`src/rtl/uart_pkg.sv`:
```
// Shared UART definitions: state encoding, frame defaults and a parity helper.
// Imported by both the transmit and receive controllers.
package uart_pkg;

    localparam int DEF_DATA_BITS = 8;
    localparam int DEF_STOP_BITS = 1;

    typedef enum logic [2:0] {
        IDLE   = 3'd0,
        START  = 3'd1,
        DATA   = 3'd2,
        PARITY = 3'd3,
        STOP   = 3'd4
    } uart_state_e;

    // Even parity over a zero-extended data word, inverted when odd is requested.
    function automatic logic calc_parity(input logic [7:0] i_bits, input logic i_odd);
        return (^i_bits) ^ i_odd;
    endfunction

endpackage

```
`src/rtl/tx_shift_reg.sv`:
```
// Transmit data path: shift register, data-bit counter and captured parity bit.
// The parity register exists only when TX_PARITY_EN is defined.
module tx_shift_reg
    import uart_pkg::*;
#(
    parameter int DATA_BITS = DEF_DATA_BITS
) (
    input  logic                 i_clk,
    input  logic                 i_rst_n,
    input  logic                 i_load,
    input  logic                 i_shift,
    input  logic [DATA_BITS-1:0] i_data,
    output logic                 o_lsb_next,
    output logic                 o_last_bit
`ifdef TX_PARITY_EN
    ,
    output logic                 o_parity
`endif
);

    localparam int CNT_W = $clog2(DATA_BITS + 1);

    logic [DATA_BITS-1:0] r_data;
    logic [CNT_W-1:0]     r_cnt;

    // Capture on load; on shift move right and count, holding at DATA_BITS.
    always_ff @(posedge i_clk or negedge i_rst_n) begin
        if (!i_rst_n) begin
            r_data <= '0;
            r_cnt  <= '0;
        end else if (i_load) begin
            r_data <= i_data;
            r_cnt  <= '0;
        end else if (i_shift) begin
            r_data <= {1'b0, r_data[DATA_BITS-1:1]};
            if (r_cnt != CNT_W'(DATA_BITS)) begin
                r_cnt <= r_cnt + CNT_W'(1);
            end else begin
                r_cnt <= r_cnt;
            end
        end else begin
            r_data <= r_data;
            r_cnt  <= r_cnt;
        end
    end

    // Bit the line will carry once this edge's shift (if any) has happened.
    assign o_lsb_next = i_shift ? r_data[1] : r_data[0];
    assign o_last_bit = (r_cnt == CNT_W'(DATA_BITS - 1));

`ifdef TX_PARITY_EN
    logic r_parity;

    // Raw even parity of the captured word; odd inversion is applied by the FSM.
    always_ff @(posedge i_clk or negedge i_rst_n) begin
        if (!i_rst_n) begin
            r_parity <= 1'b0;
        end else if (i_load) begin
            r_parity <= calc_parity(8'(i_data), 1'b0);
        end else begin
            r_parity <= r_parity;
        end
    end

    assign o_parity = r_parity;
`endif

endmodule

```
`src/rtl/tx_fsm.sv`:
```
// UART transmit controller: frame sequencing, registered serial line and status strobes.
// Define TX_PARITY_EN to insert a parity bit between the data and stop bits.
module tx_fsm
    import uart_pkg::*;
#(
    parameter int DATA_BITS  = DEF_DATA_BITS,
    parameter int STOP_BITS  = DEF_STOP_BITS,
    parameter int PARITY_ODD = 0
) (
    input  logic                 fsm_clk,
    input  logic                 fsm_rst_n,
    input  logic                 tx_start,
    input  logic [DATA_BITS-1:0] tx_data,
    input  logic                 bit_tick,
    output logic                 tx_out,
    output logic                 load,
    output logic                 shift,
    output logic                 busy,
    output logic                 tx_done
);

    if (DATA_BITS < 5 || DATA_BITS > 8) begin : g_bad_data_bits
        $error("tx_fsm: DATA_BITS must be in 5..8");
    end
    if (STOP_BITS != 1 && STOP_BITS != 2) begin : g_bad_stop_bits
        $error("tx_fsm: STOP_BITS must be 1 or 2");
    end
    if (PARITY_ODD != 0 && PARITY_ODD != 1) begin : g_bad_parity_odd
        $error("tx_fsm: PARITY_ODD must be 0 or 1");
    end

    uart_state_e r_state;
    uart_state_e w_state_next;
    logic        r_stop_cnt;
    logic        w_stop_cnt_next;
    logic        r_tx_out;
    logic        w_tx_out_next;
    logic        r_busy;
    logic        r_tx_done;
    logic        w_done_next;
    logic        w_load;
    logic        w_shift;
    logic        w_lsb_next;
    logic        w_last_bit;
`ifdef TX_PARITY_EN
    logic        w_parity_raw;
    logic        w_parity_bit;
`endif

    tx_shift_reg #(
        .DATA_BITS (DATA_BITS)
    ) u_shift_reg (
        .i_clk      (fsm_clk),
        .i_rst_n    (fsm_rst_n),
        .i_load     (w_load),
        .i_shift    (w_shift),
        .i_data     (tx_data),
        .o_lsb_next (w_lsb_next),
        .o_last_bit (w_last_bit)
`ifdef TX_PARITY_EN
        ,
        .o_parity   (w_parity_raw)
`endif
    );

`ifdef TX_PARITY_EN
    assign w_parity_bit = w_parity_raw ^ 1'(PARITY_ODD);
`endif

    // Next state, strobes, and the value tx_out takes after this edge.
    always_comb begin
        w_state_next    = r_state;
        w_stop_cnt_next = r_stop_cnt;
        w_load          = 1'b0;
        w_shift         = 1'b0;
        w_done_next     = 1'b0;
        w_tx_out_next   = 1'b1;
        case (r_state)
            IDLE: begin
                // bit_tick is deliberately not looked at here
                if (tx_start && fsm_rst_n) begin
                    w_load       = 1'b1;
                    w_state_next = START;
                end else begin
                    w_state_next = IDLE;
                end
            end
            START: begin
                if (bit_tick) begin
                    w_state_next = DATA;
                end else begin
                    w_state_next = START;
                end
            end
            DATA: begin
                if (bit_tick) begin
                    w_shift = 1'b1;
                    if (w_last_bit) begin
`ifdef TX_PARITY_EN
                        w_state_next = PARITY;
`else
                        w_state_next = STOP;
`endif
                    end else begin
                        w_state_next = DATA;
                    end
                end else begin
                    w_state_next = DATA;
                end
            end
`ifdef TX_PARITY_EN
            PARITY: begin
                if (bit_tick) begin
                    w_state_next = STOP;
                end else begin
                    w_state_next = PARITY;
                end
            end
`endif
            STOP: begin
                if (bit_tick) begin
                    if (r_stop_cnt == 1'(STOP_BITS - 1)) begin
                        w_state_next    = IDLE;
                        w_stop_cnt_next = 1'b0;
                        w_done_next     = 1'b1;
                    end else begin
                        w_state_next    = STOP;
                        w_stop_cnt_next = r_stop_cnt + 1'b1;
                    end
                end else begin
                    w_state_next = STOP;
                end
            end
            default: begin
                w_state_next    = IDLE;
                w_stop_cnt_next = 1'b0;
            end
        endcase

        case (w_state_next)
            IDLE:    w_tx_out_next = 1'b1;
            START:   w_tx_out_next = 1'b0;
            DATA:    w_tx_out_next = w_lsb_next;
`ifdef TX_PARITY_EN
            PARITY:  w_tx_out_next = w_parity_bit;
`endif
            STOP:    w_tx_out_next = 1'b1;
            default: w_tx_out_next = 1'b1;
        endcase
    end

    // State and registered outputs; reset forces the line high at once.
    always_ff @(posedge fsm_clk or negedge fsm_rst_n) begin
        if (!fsm_rst_n) begin
            r_state    <= IDLE;
            r_stop_cnt <= 1'b0;
            r_tx_out   <= 1'b1;
            r_busy     <= 1'b0;
            r_tx_done  <= 1'b0;
        end else begin
            r_state    <= w_state_next;
            r_stop_cnt <= w_stop_cnt_next;
            r_tx_out   <= w_tx_out_next;
            r_busy     <= (w_state_next != IDLE);
            r_tx_done  <= w_done_next;
        end
    end

    assign tx_out  = r_tx_out;
    assign busy    = r_busy;
    assign tx_done = r_tx_done;
    assign load    = w_load;
    assign shift   = w_shift;

endmodule
```
`config.mk`:
```
export PLATFORM = sky130hd
export DESIGN_NAME = tx_fsm
export DESIGN_NICKNAME = d
export VERILOG_FILES = /design/src/rtl/uart_pkg.sv /design/src/rtl/tx_shift_reg.sv /design/src/rtl/tx_fsm.sv
export SDC_FILE = /design/constraint.sdc
export NUM_CORES = 1
export LEC_CHECK = 0
export ABC_AREA = 1
export CAP_MARGIN = 0
export CORE_MARGIN = 2
export CORE_UTILIZATION = 45
export CTS_BUF_LIST = sky130_fd_sc_hd__clkbuf_2
export DETAILED_ROUTE_END_ITERATION = 6
export PLACE_DENSITY_LB_ADDON = 0.12
export SLEW_MARGIN = 20
export SYNTH_ARGS = -nofsm -noshare
export SYNTH_HDL_FRONTEND = slang
export SYNTH_HIERARCHICAL = 1
export SYNTH_SLANG_ARGS = --single-unit
```
`constraint.sdc`:
```
create_clock -name fsm_clk -period 1.34 [get_ports fsm_clk]
set_input_delay 0.268 -clock fsm_clk [delete_from_list [all_inputs] [get_ports fsm_clk]]
set_output_delay 0.268 -clock fsm_clk [all_outputs]
set_load 0.01 [all_outputs]
```
# Word level (Yosys, flattened, before mapping)
# Cells that the tools add are included.
# Widths: inputs -> output; s select.
# classes
add_sub_neg	2
n_eq_ne	8
mux	24
bitwise	1
reduce_logical	8
# ops
cell	n
$mux 8	2
$mux 3	4
$mux 4	3
$pmux 3 s4	1
$mux 1	11
$eq 3x1->1 const B	2
$eq 3x2->1 const B	2
$add 4x1->4 const B	1
$eq 4x3->1 const B	1
$ne 4x4->1 const B	1
$pmux 1 s2	2
$reduce_and 2->1	2
$reduce_bool 2->1	2
$eq 3x3->1 const B	1
$logic_not 3->1	1
$reduce_bool 3->1	1
$reduce_or 3->1	1
$mux 2	1
$ne 2x2->1 const B	1
$add 1x1->1 const B	1
$logic_and 1x1->1	1
$not 1->1	1
# word_totals
ff_bits	19
output_inout_bits	5
word_cells	50

# Depth between registers and ports, before layout
# Gate-level depths: netlist of run 1.
# depth
word_depth	6
ltp_mapped	9
depth_no_buf	9

# By module
# Netlist of run 1, hierarchy kept.
# by_module_without_submodules
module	n_inst	cells_per_inst	area_each_um2	seq_area_each_um2
tx_shift_reg	1	81	653.1	300.3
tx_fsm	1	35	276.5	151.4

# Least setup slack after synthesis of run 1
# OpenSTA, ideal clock, no wires.
# synth_timing
path_kind	register to register
start	register r_state[2]
end	register r_tx_out (netlist: tx_out)
setup_time_ps	73
arrival_time_ps	1459
required_time_ps	1267
slack_ps	-192
stages_incl_launch_ff	9
n_path_buf	0
path_cell_list	dfrtp_1 > nor2_2 > nand2_1 > nor2_1 > nand2_1 > o21a_1 > inv_1 > inv_1 > a21oi_1
# synth_via
elab_chain_len	4
# synth_lines
item	line	source
start, declared	tx_fsm.sv:32	uart_state_e r_state;
start signal, assigned	tx_fsm.sv:161	r_state <= w_state_next;
$eq 3x2->1	tx_fsm.sv:78	case (r_state)
$mux 1	tx_fsm.sv:78	
net shift	tx_fsm.sv:17	output logic shift,
$mux 1	tx_shift_reg.sv:48	assign o_lsb_next = i_shift ? r_data[1] : r_data[0];
net w_lsb_next	tx_fsm.sv:43	logic w_lsb_next;
$pmux 1 s2	tx_fsm.sv:140	case (w_state_next)
net w_tx_out_next	tx_fsm.sv:37	logic w_tx_out_next;
end signal, assigned	tx_fsm.sv:163	r_tx_out <= w_tx_out_next;
end, declared	tx_fsm.sv:36	logic r_tx_out;
# The timed path passes the listed nets, and every way through them passes these cells.
# A chain may end at the register's enable or synchronous reset.

# Worst setup path after layout of run 1
# layout_timing
start	register r_state[0]
end	output port load
# layout_via
elab_chain_len	2
# layout_lines
item	line	source
$logic_not 3->1	tx_fsm.sv:78	
$mux 1	tx_fsm.sv:78	
end, declared	tx_fsm.sv:16	output logic load,
# Every way passes these cells.

==> metrics.md, run 1 <==
| Metric | Value |
|---|---|
| Clock Tree Buf Depth | 2 |
| Top cells by area, synth | dfrtp_1 (46%), nand2_1 (13%), inv_1 (6.9%), nand3_1 (4.8%), nor2_1 (4.8%) |
| Largest net degree at the start of global routing | 19 |
| Vias in the first global route | 760 |
| Endpoints failing setup | 9 |
| Max stage delay cell, worst path | dfrtp_1 |
| Total grt overflow | 0 |
| Routed len/inst | 11.73 microns |
| Pleak | 0.7086 nW |
| Worst EP required | 1070 ps |
| Leading area contributor after synthesis | dfrtp_1 |
| Clock slew at reported path FFs | 180 ps |
| CP Data Arrival Time | 1220 ps |
| DR pass1 iterations | 3 |
| Antenna violations before repair | 0 |
| TritonCTS clock tree | done |
| Core Footprint | 1962 sq um |
| Syn nets | between 100 and 150 |
| Yosys cell types | 22 |
| Most frequent cells in the layout | nand2_1 (25), buf_4 (19), dfrtp_1 (16), inv_1 (14) |
| Commonest non-fill, non-tap cell in the layout | nand2_1 |
| Path type of the worst setup path | reg2out |
| Final Wtd Congestion | 0.8241 |
| Worst rel slew slack | 0.8421 |
| Startpoint types | flip-flop |
| Failing checks | negative setup slack |
| # hold bufs at CTS | 0 |
| Clock Latency Late Sink | 310 ps |
| DIE AREA | 2445 sq um |
| Area of the multi-input gates | 496.7 sq um |
| CP Capture Type | output port |
| Slew @ Worst Pin | 236.9 ps |
| Drt initial violations | 7 |
| H-Tree Depth | 1 |
| CTS root buffer | clkbuf_2 |
| DIE HEIGHT | about 49 microns |
| FF+latch count, synth | 18 |
| Final Core Density | 0.7264 |
| Post-layout power | about 2.4 mW |
| Gr usage total | 0.1775 |
| Mean number of vias per cell | 4.679 |
| RSZ-0062 raised after global routing | true |
| Dpl cell area | 1187 sq um |
| Syn_area_per_cell | between 8 and 9 sq um |
| Fin crit period | 1491 ps |
| I/O pin count | 17 |
| Final period util | 1.113 |
| Setup Skew | 11.85 ps |
| Starting Density | 0.4739 |
| DRC | 0 |
| Drt total wl | between 2000 and 2500 microns |
| Setup WS post-layout | -150.9 ps |
| Fin. Hold Viols | 0 |
| F_max | 670.7 MHz |
| FILL cells | about 150 |
| DR vias | 861 |
| Layout cell share with drive strength beyond 1 | 0.4013 |
| Synth-to-Final Area Change | 53.30% |
| Status | complete, but fails checks |
| Post-route ant nets | 0 |
| Mapped Area | ~930 sq um |
| Seq/Total Area, Yosys | 0.4859 |
| Cells after synthesis | 116 |
| CP Cell Sequence | nor2_1 -> nand2_2 -> inv_2 -> buf_6 |
| Port-buffer cells | 16 |
| Max-cap violations | 0 |
| Synth Warn # | 6 |
| Die W | approximately 49 microns |
| Final Cell Area | 1425 sq um |
| Yosys top cell area share | 0.4576 |
| # diodes | 0 |
| VDD IR max | roughly 1.2 mV |
| Count of final max-slew check failures | 0 |
| CTS Buf Count | 3 |
| Pwr dens | 1687 nW/um^2 |
| Layout Nets | 172 |
| Row Count | 16 |
| Hold WC Path Type | in2async |
| First-pass GRT wire length | 3298 microns |
| Dpl hpwl | 1378 microns |
| Clk sink count | 18 |
| CP peak stage delay | roughly 450 ps |
| Sequential Area | 452.9 sq um |
| CP max FO | 3 |
## kinds of logic after synthesis
logic type,Yosys count,share of synthesized area
AND/OR/NAND/NOR,65,0.3136
AO/OA/AOI/OAI,10,0.07806
adder cells (fa/ha/maj),2,0.02691
buffers and inverters,21,0.09556
flip-flops,18,0.4859
## through the flow
step	setup TNS, ps	setup slack [ps]	hold WS, ps	instances
global placement	-4975	-475.6	462.9	167
CTS	-332.7	-135.8	320.1	177
finish	-634.5	-150.9	303.6	184
global route	-1886	-262.4	321.1	184
floorplan	0	41.91	-27.59	116
detailed placement	-5314	-502.4	468.6	167
## metal layers
metal | up-vias | global-route usage | share of wire
li1 | 442 | - | -
met1 | 399 | 0.2431 | 0.49
met2 | 14 | 0.2748 | 0.47
met3 | 6 | 0.02424 | 0.028
met4 | 0 | 0.09259 | 0.019
met5 | - | 0 | 0
## worst paths after layout
path | start | end | slack, ps | depth (start not counted)
hold reg to reg | u_shift_reg/r_data[2] | u_shift_reg/r_data[1] | 500 | 2
min in group fsm_clk | tx_data[1] | u_shift_reg/r_data[1] | 500 | 3
hold / removal | fsm_rst_n | u_shift_reg/r_cnt[3] | 300 | 2
setup reg to reg | r_state[1] | tx_out | -70 | 10
max in group asynchronous | fsm_rst_n | tx_out | 780 | 2
setup / recovery | r_state[0] | load | -150 | 4
## final cells by class
type | instances | share of cell area
clock inverters | 1 | 0.002634
well taps | 27 | 0.02370
flip-flops and latches | 18 | 0.3178
repair buffers | 38 | 0.2353
multi-input cells | 77 | 0.3486
clock buffers | 3 | 0.01054
inverters | 20 | 0.06146
## registers in the layout, summed over array words and instances (netlist names)
name / count
busy: 1
r_state: 3
tx_done: 1
tx_out: 1
u_shift_reg/r_cnt: 4
u_shift_reg/r_data: 8
## Yosys cell counts
cell type	count
nand4_1	2
o21bai_4	1
inv_2	2
o21ai_1	2
nor2_4	1
a21oi_1	3
nand2_1	33
nand2_2	5
o22ai_1	1
nand2_4	1
nor2_1	12
ha_1	2
o21a_1	1
o211ai_1	2
inv_1	17
nand3_1	9
dfrtp_1	17
dfstp_2	1
nor3_1	1
nor2_2	1
buf_6	1
inv_4	1
## repair_timing
item | 4_1_cts | 5_1_grt
buffers inserted | 6 | 7
pin swaps | 5 | 9
cloned | 0 | 0
gates resized for setup | 26 | 26
setup endpoints to repair | 13 | 16
## report_power, final
group          internal, mW  switching, mW
registers             0.755          0.136
clock network        0.0649          0.170
logic                 0.624          0.654
total                  1.44          0.960
## worst max-delay path: cells and delay by family, from the launching register on
kind                   cells  cell delay [ps]
DFF                        1              450
buffers and inverters      2              180
and+or+nand+nor            2              290
No activity file was read; power rests on OpenSTA's default activity.
==> inputs of run 2 (changes only) <==
- ABC_AREA: 1 -> default
==> metrics.md, run 2 <==
| Metric | Value |
|---|---|
| Top cells by area, synth | dfrtp_1 (47%), mux2i_1 (7.8%), nand2_1 (5.4%), o21ai_0 (3.9%), mux2_2 (3.8%) |
| DIE HEIGHT | 48.68 microns (-1.6%) |
| Sum of buffers and inverters on the critical path | 1 (-1) |
| Fin crit period | 1522 ps (+30.64 ps) |
| Drt total wl | 1925 microns (-11%) |
| Setup TNS | -1391 ps (-756.4 ps) |
| CP endpoint | u_shift_reg/r_cnt[2] |
| Worst flop-to-flop path endpoint | u_shift_reg/r_cnt[2] |
| Largest regs | u_shift_reg/r_data x8, u_shift_reg/r_cnt x4, r_state x3 |
| Worst rel slew slack | 0.8138 (-0.02827) |
| Syn_area_per_cell | 10.57 sq um (+32%) |
| DRC | 0 (unchanged) |
| Worst Setup SP | r_state[0] |
| Internal reg-to-reg setup slack | -180 ps (-110 ps) |
| CP Cell Sequence | nor2b_4 -> and3_4 -> buf_6 -> nand2_4 -> or3b_4 -> a21oi_2 |
| Clock slew at reported path FFs | 170 ps (about the same) |
| Failing checks | negative setup slack |
| Hold WC Path Type | in2async |
| DIE AREA | 2370 sq um (-3.1%) |
| Total grt overflow | 0 (unchanged) |
| Final Cell Area | 1249 sq um (-12%) |
| Die W | 48.68 microns (-1.6%) |
| CP Depth | 6 (+2) |
| Synth-to-Final Area Change | 39.00% |
| Layout Nets | 132 (-23%) |
| Final period util | 1.136 (+0.02287) |
| Seq/Total Area, Yosys | 0.5028 (+0.01692) |
| Layout cell share with drive strength beyond 1 | 0.3504 (-0.05085) |
| FF+latch count, synth | 18 (unchanged) |
| CP Data Arrival Time | 1760 ps (+540 ps) |
| CP Capture Type | flip-flop |
| F_max | 657.2 MHz (-2.0%) |
| Clock Tree Buf Depth | 2 (unchanged) |
| Pleak | 0.5601 nW (-21%) |
| Syn nets | 99 (-24%) |
| Final Wtd Congestion | 0.7606 (-7.7%) |
| Commonest non-fill, non-tap cell in the layout | dfrtp_1 |
| Status | complete, but fails checks |
| Vias in the first global route | 760 (unchanged) |
| # diodes | 0 (unchanged) |
| TritonCTS clock tree | done |
| Largest net degree at the start of global routing | 22 (+3) |
| Core Footprint | 1922 sq um (-2.0%) |
| Dpl cell area | 1205 sq um (+1.5%) |
| Cells after synthesis | 85 (-27%) |
| First-pass GRT wire length | 3263 microns (-1.1%) |
| Pwr dens | 1639 nW/um^2 (-2.9%) |
| Endpoints failing setup | 14 (+5) |
| Ys flop type | dfrtp_1 |
| # hold bufs at CTS | 0 (unchanged) |
| Antenna violations before repair | 0 (unchanged) |
| Count of final max-slew check failures | 0 (unchanged) |
| Max reg flops | 8 (unchanged) |
| DR pass1 iterations | 5 (+2) |
| Most frequent cells in the layout | dfrtp_1 (15), buf_4 (14), nand2_1 (11), clkdlybuf4s50_1 (9) |
| Reg2Reg Depth | 6 (-4) |
| Delay-heaviest family, CP | simple AND/OR/NAND/NOR gates |
| Port-buffer cells | 16 (unchanged) |
| Post-synth ARST share | 1.000 (unchanged) |
| Mean number of vias per cell | 5.069 (+8.3%) |
| Most common cell in the netlist | dfrtp_1 |
| Startpoint types | flip-flop |
| Finished Layout Cells | 144 (-22%) |
| Mapped Area | 898.4 sq um (-3.4%) |
| Reg2reg start | r_state[0] |
| Clock Latency Late Sink | 290 ps (-20 ps) |
| Yosys cell types | 29 (+32%) |
| Routed len/inst | 13.37 microns (+14%) |
| Post-route ant nets | 0 (unchanged) |
| CP max FO | 4 (+1) |
| H-Tree Depth | 1 (unchanged) |
| Post-synth top cells | dfrtp_1 (17), nand2_1 (13), mux2i_1 (7), o21ai_0 (7) |
| Path type of the worst setup path | reg2reg |
| Max-cap violations | 0 (unchanged) |
| CTS root buffer | clkbuf_2 |
| Setup Skew | 4.542 ps (-7.309 ps) |
| DR vias | 730 (-15%) |
| EDFF count, synth | 0 (unchanged) |
| VDD IR max | 1.035 mV (-16%) |
| Drt initial violations | 4 (-3) |
| Dpl hpwl | 1386 microns (+0.58%) |
| RSZ-0062 raised after global routing | true |
| Yosys top cell area share | 0.4735 (+0.01593) |
| Fin. Hold Viols | 0 (unchanged) |
| I/O pin count | 17 (unchanged) |
| Leading area contributor after synthesis | dfrtp_1 |
| Biggest register | u_shift_reg/r_data |
| CTS Buf Count | 3 (unchanged) |
| Clk sink count | 18 (unchanged) |
| Cell total after placement | 138 (-17%) |
| Slew @ Worst Pin | 278.8 ps (+41.89 ps) |
| Gr usage total | 0.1810 (+0.003531) |
| Synth Warn # | 6 (unchanged) |
| Row Count | 16 (unchanged) |
| Worst EP required | 1580 ps (+510 ps) |
| Setup WS post-layout | -181.6 ps (-30.64 ps) |
| Max stage delay cell, worst path | dfrtp_2 |
| Starting Density | 0.4674 (-0.006404) |
| CP peak stage delay | 490 ps (+40 ps) |
run 2: report_power, final:
group          switching (mW)  internal, mW  total, mW
clock                   0.160        0.0791      0.239
sequential              0.131         0.755      0.887
combinational           0.409         0.512      0.920
run 2: cell type report:
cell class	instances	area, sq um
timing repair buffer	31	262.8
multi-input combinational	60	462.9
fill	163	673.1
clock buffer	4	20.02
sequential	18	454.2
inverter	4	15.01
tap	27	33.78
run 2: worst min path at each step:
stage | startpoint | end | slack [ps]
after floorplan | fsm_rst_n | busy | -30
after global placement | r_state[1] | tx_done | 500
after detailed placement | r_state[1] | tx_done | 500
after CTS | fsm_rst_n | u_shift_reg/r_cnt[2] | 110
after global routing | fsm_rst_n | r_state[2] | 110
final | fsm_rst_n | r_state[2] | 120
run 2: logic make-up (layout without fill, tap and decap cells):
family	after synthesis	after routing	share of synthesized area
fa+ha+maj	2	2	0.02785
buf+inv	7	39	0.04038
compound gates	14	14	0.1073
simple gates	33	33	0.1964
xor+xnor	1	1	0.009751
flops	18	18	0.5028
mux	10	10	0.1156
run 2: per-layer routing:
layer | vias up | GRT usage | wire [microns] | part of all wire
li1 | 358 | - | - | -
met5 | - | 0 | 0 | 0
met3 | 2 | 0.03395 | 50 | 0.026
met1 | 358 | 0.2146 | 861 | 0.45
met4 | 0 | 0.07143 | 11 | 0.0057
met2 | 12 | 0.3219 | 1001 | 0.52
run 2: worst register-to-register path: cells and delay by family (launching register included):
family	cells	cell delay (ps)
simple gates	4	760
flops	1	490
buf+inv	1	120
compound gates	1	110
run 2: stage by stage:
stage	power [mW]	util	worst slack (ps)	hold WS (ps)
after floorplan	1.447	-	-171.7	-27.59
after global placement	1.754	0.6270	-540.5	500.6
after detailed placement	1.782	0.6270	-538.3	500.9
after CTS	2.035	0.6413	-189.8	114.1
after global routing	2.197	0.6497	-263.4	106.2
final	2.046	0.6497	-181.6	120.2
run 2: what timing repair did:
| action | 4_1_cts | 5_1_grt |
|---|---|---|
| pin swaps | 5 | 4 |
| endpoints found under the setup margin | 18 | 18 |
| gates resized for setup | 22 | 3 |
| setup buffers | 1 | 2 |
==> inputs of run 3 (changes only) <==
- RECOVER_POWER: default -> 100
==> metrics.md, run 3 (synthesis results as in run 2) <==
| Metric | Value |
|---|---|
| Reg2reg start | r_state[0] |
| FILL cells | 167 (+2.5%) |
| Most frequent cells in the layout | dfrtp_1 (15), buf_4 (13), nand2_1 (11), clkdlybuf4s50_1 (9) |
| Failing checks | negative setup slack |
| Drt total wl | 1906 microns (-0.99%) |
| Setup TNS | -1438 ps (-47.12 ps) |
| Worst rel slew slack | 0.7132 (-0.1006) |
| Endpoints failing setup | 15 (+1) |
| First-pass GRT wire length | 3263 microns (unchanged) |
| DRC | 0 (unchanged) |
| Routed len/inst | 13.24 microns (-0.99%) |
| Final Cell Area | 1235 sq um (-1.1%) |
| Biggest register | u_shift_reg/r_data |
| CP max FO | 4 (unchanged) |
| I/O pin count | 17 (unchanged) |
| Count of final max-slew check failures | 0 (unchanged) |
| Worst flop-to-flop path endpoint | u_shift_reg/r_cnt[0] |
| Row Count | 16 (unchanged) |
| Pleak | 0.5522 nW (-1.4%) |
| Clk sink count | 18 (unchanged) |
| F_max | 655.7 MHz (-0.23%) |
| RSZ-0062 raised after global routing | true |
| Final Wtd Congestion | 0.7606 (unchanged) |
| Post-layout power | 2.033 mW (-0.63%) |
| Reg2Reg Depth | 5 (-1) |
| Mean number of vias per cell | 5.007 (-1.2%) |
| # hold bufs at CTS | 0 (unchanged) |
| Max reg flops | 8 (unchanged) |
| Slew @ Worst Pin | 427.6 ps (+148.8 ps) |
| Pwr dens | 1646 nW/um^2 (+0.48%) |
| Final Core Density | 0.6426 (-0.007162) |
| H-Tree Depth | 1 (unchanged) |
| CTS Buf Count | 3 (unchanged) |
| # diodes | 0 (unchanged) |
| Path type of the worst setup path | reg2reg |
| Max-cap violations | 0 (unchanged) |
| Total grt overflow | 0 (unchanged) |
| Post-route ant nets | 0 (unchanged) |
| Largest regs | u_shift_reg/r_data x8, u_shift_reg/r_cnt x4, r_state x3 |
| Layout cell share with drive strength beyond 1 | 0.3162 (-0.03419) |
| Fin crit period | 1525 ps (+3.447 ps) |
| Setup WS post-layout | -185.0 ps (-3.447 ps) |
| DIE HEIGHT | 48.68 microns (unchanged) |
| Commonest non-fill, non-tap cell in the layout | dfrtp_1 |
| Internal reg-to-reg setup slack | -190 ps (about the same) |
| Gr usage total | 0.1810 (unchanged) |
| DR pass1 iterations | 4 (-1) |
| Port-buffer cells | 16 (unchanged) |
| CP peak stage delay | 490 ps (about the same) |
| VDD IR max | 1.038 mV (+0.23%) |
| CP Data Arrival Time | 1720 ps (-40 ps) |
| Setup Skew | 8.951 ps (+4.409 ps) |
| Clock Latency Late Sink | 290 ps (about the same) |
| Sequential Area | 454.2 sq um (unchanged) |
| CP Cell Sequence | nor2b_4 -> and3_4 -> buf_6 -> o21a_1 -> mux2_4 |
| Die W | 48.68 microns (unchanged) |
| Dpl hpwl | 1386 microns (unchanged) |
| Layout Nets | 132 (unchanged) |
| Fin. Hold Viols | 0 (unchanged) |
| Hold WC Path Type | in2async |
| CTS root buffer | clkbuf_2 |
| DR vias | 721 (-1.2%) |
| Clock Tree Buf Depth | 2 (unchanged) |
| CP Capture Type | flip-flop |
| Final period util | 1.138 (+0.002572) |
| Worst EP required | 1530 ps (-50 ps) |
| Core Footprint | 1922 sq um (unchanged) |
| Startpoint types | flip-flop |
| Max stage delay cell, worst path | dfrtp_2 |
| Largest net degree at the start of global routing | 22 (unchanged) |
| Synth-to-Final Area Change | 37.46% |
| Vias in the first global route | 760 (unchanged) |
| Antenna violations before repair | 0 (unchanged) |
| Drt initial violations | 5 (+1) |
| Clock slew at reported path FFs | 170 ps (about the same) |
| Dpl cell area | 1205 sq um (unchanged) |
| Area of the multi-input gates | 454.2 sq um (-1.9%) |
| Setup Slack @ Placement | -538.3 ps (unchanged) |
| DIE AREA | 2370 sq um (unchanged) |
| Status | complete, but fails checks |
| Starting Density | 0.4674 (unchanged) |
| TritonCTS clock tree | done |
==> run 3: timing repair <==
item / 4_1_cts / 5_1_grt
setup endpoints to repair: 18 / 18
hold endpoints to repair: 0 / 0
buffers inserted: 1 / 2
pin swaps: 5 / 4
resized for setup: 22 / 3
==> run 3: layout make-up <==
cell class                 instances  area share
sequential                        18      0.3678
multi-input combinational         60      0.3678
timing repair buffer              31      0.2087
tap                               27     0.02736
clock buffer                       4     0.01621
inverter                           4     0.01216
==> run 3: worst max path at each step <==
stage,start,cells after the start,end
CTS,r_state[0],5,u_shift_reg/r_cnt[0]
finish,r_state[0],5,u_shift_reg/r_cnt[0]
floorplan,r_state[1],5,u_shift_reg/r_cnt[0]
detailed placement,fsm_rst_n,4,load
global placement,fsm_rst_n,4,load
global route,r_state[0],6,u_shift_reg/r_cnt[2]
==> run 3: metrics by stage <==
stage               hold WS [ps]  instances
floorplan                 -27.59         85
global placement           500.6        138
detailed placement         500.9        138
CTS                        114.1        142
global route               106.2        144
finish                     112.3        144
==> run 3: worst max-delay path, delay by kind of cell (launching register included) <==
| family | cells | cell delay (ps) |
|---|---|---|
| flops | 1 | 490 |
| simple gates | 2 | 350 |
| mux | 1 | 310 |
| compound gates | 1 | 170 |
| buf+inv | 1 | 120 |
==> run 3: layer usage <==
| metal | part of all wire | wire [microns] | global-route usage |
|---|---|---|---|
| met5 | 0 | 0 | 0 |
| met4 | 0.0058 | 11 | 0.07143 |
| met3 | 0.026 | 50 | 0.03395 |
| met2 | 0.52 | 987 | 0.3219 |
| met1 | 0.45 | 856 | 0.2146 |
==> run 3: where the power goes <==
| group | internal, mW | switching, mW |
|---|---|---|
| combinational | 0.504 | 0.401 |
| clock | 0.0791 | 0.163 |
| sequential | 0.756 | 0.131 |
| total | 1.34 | 0.695 |
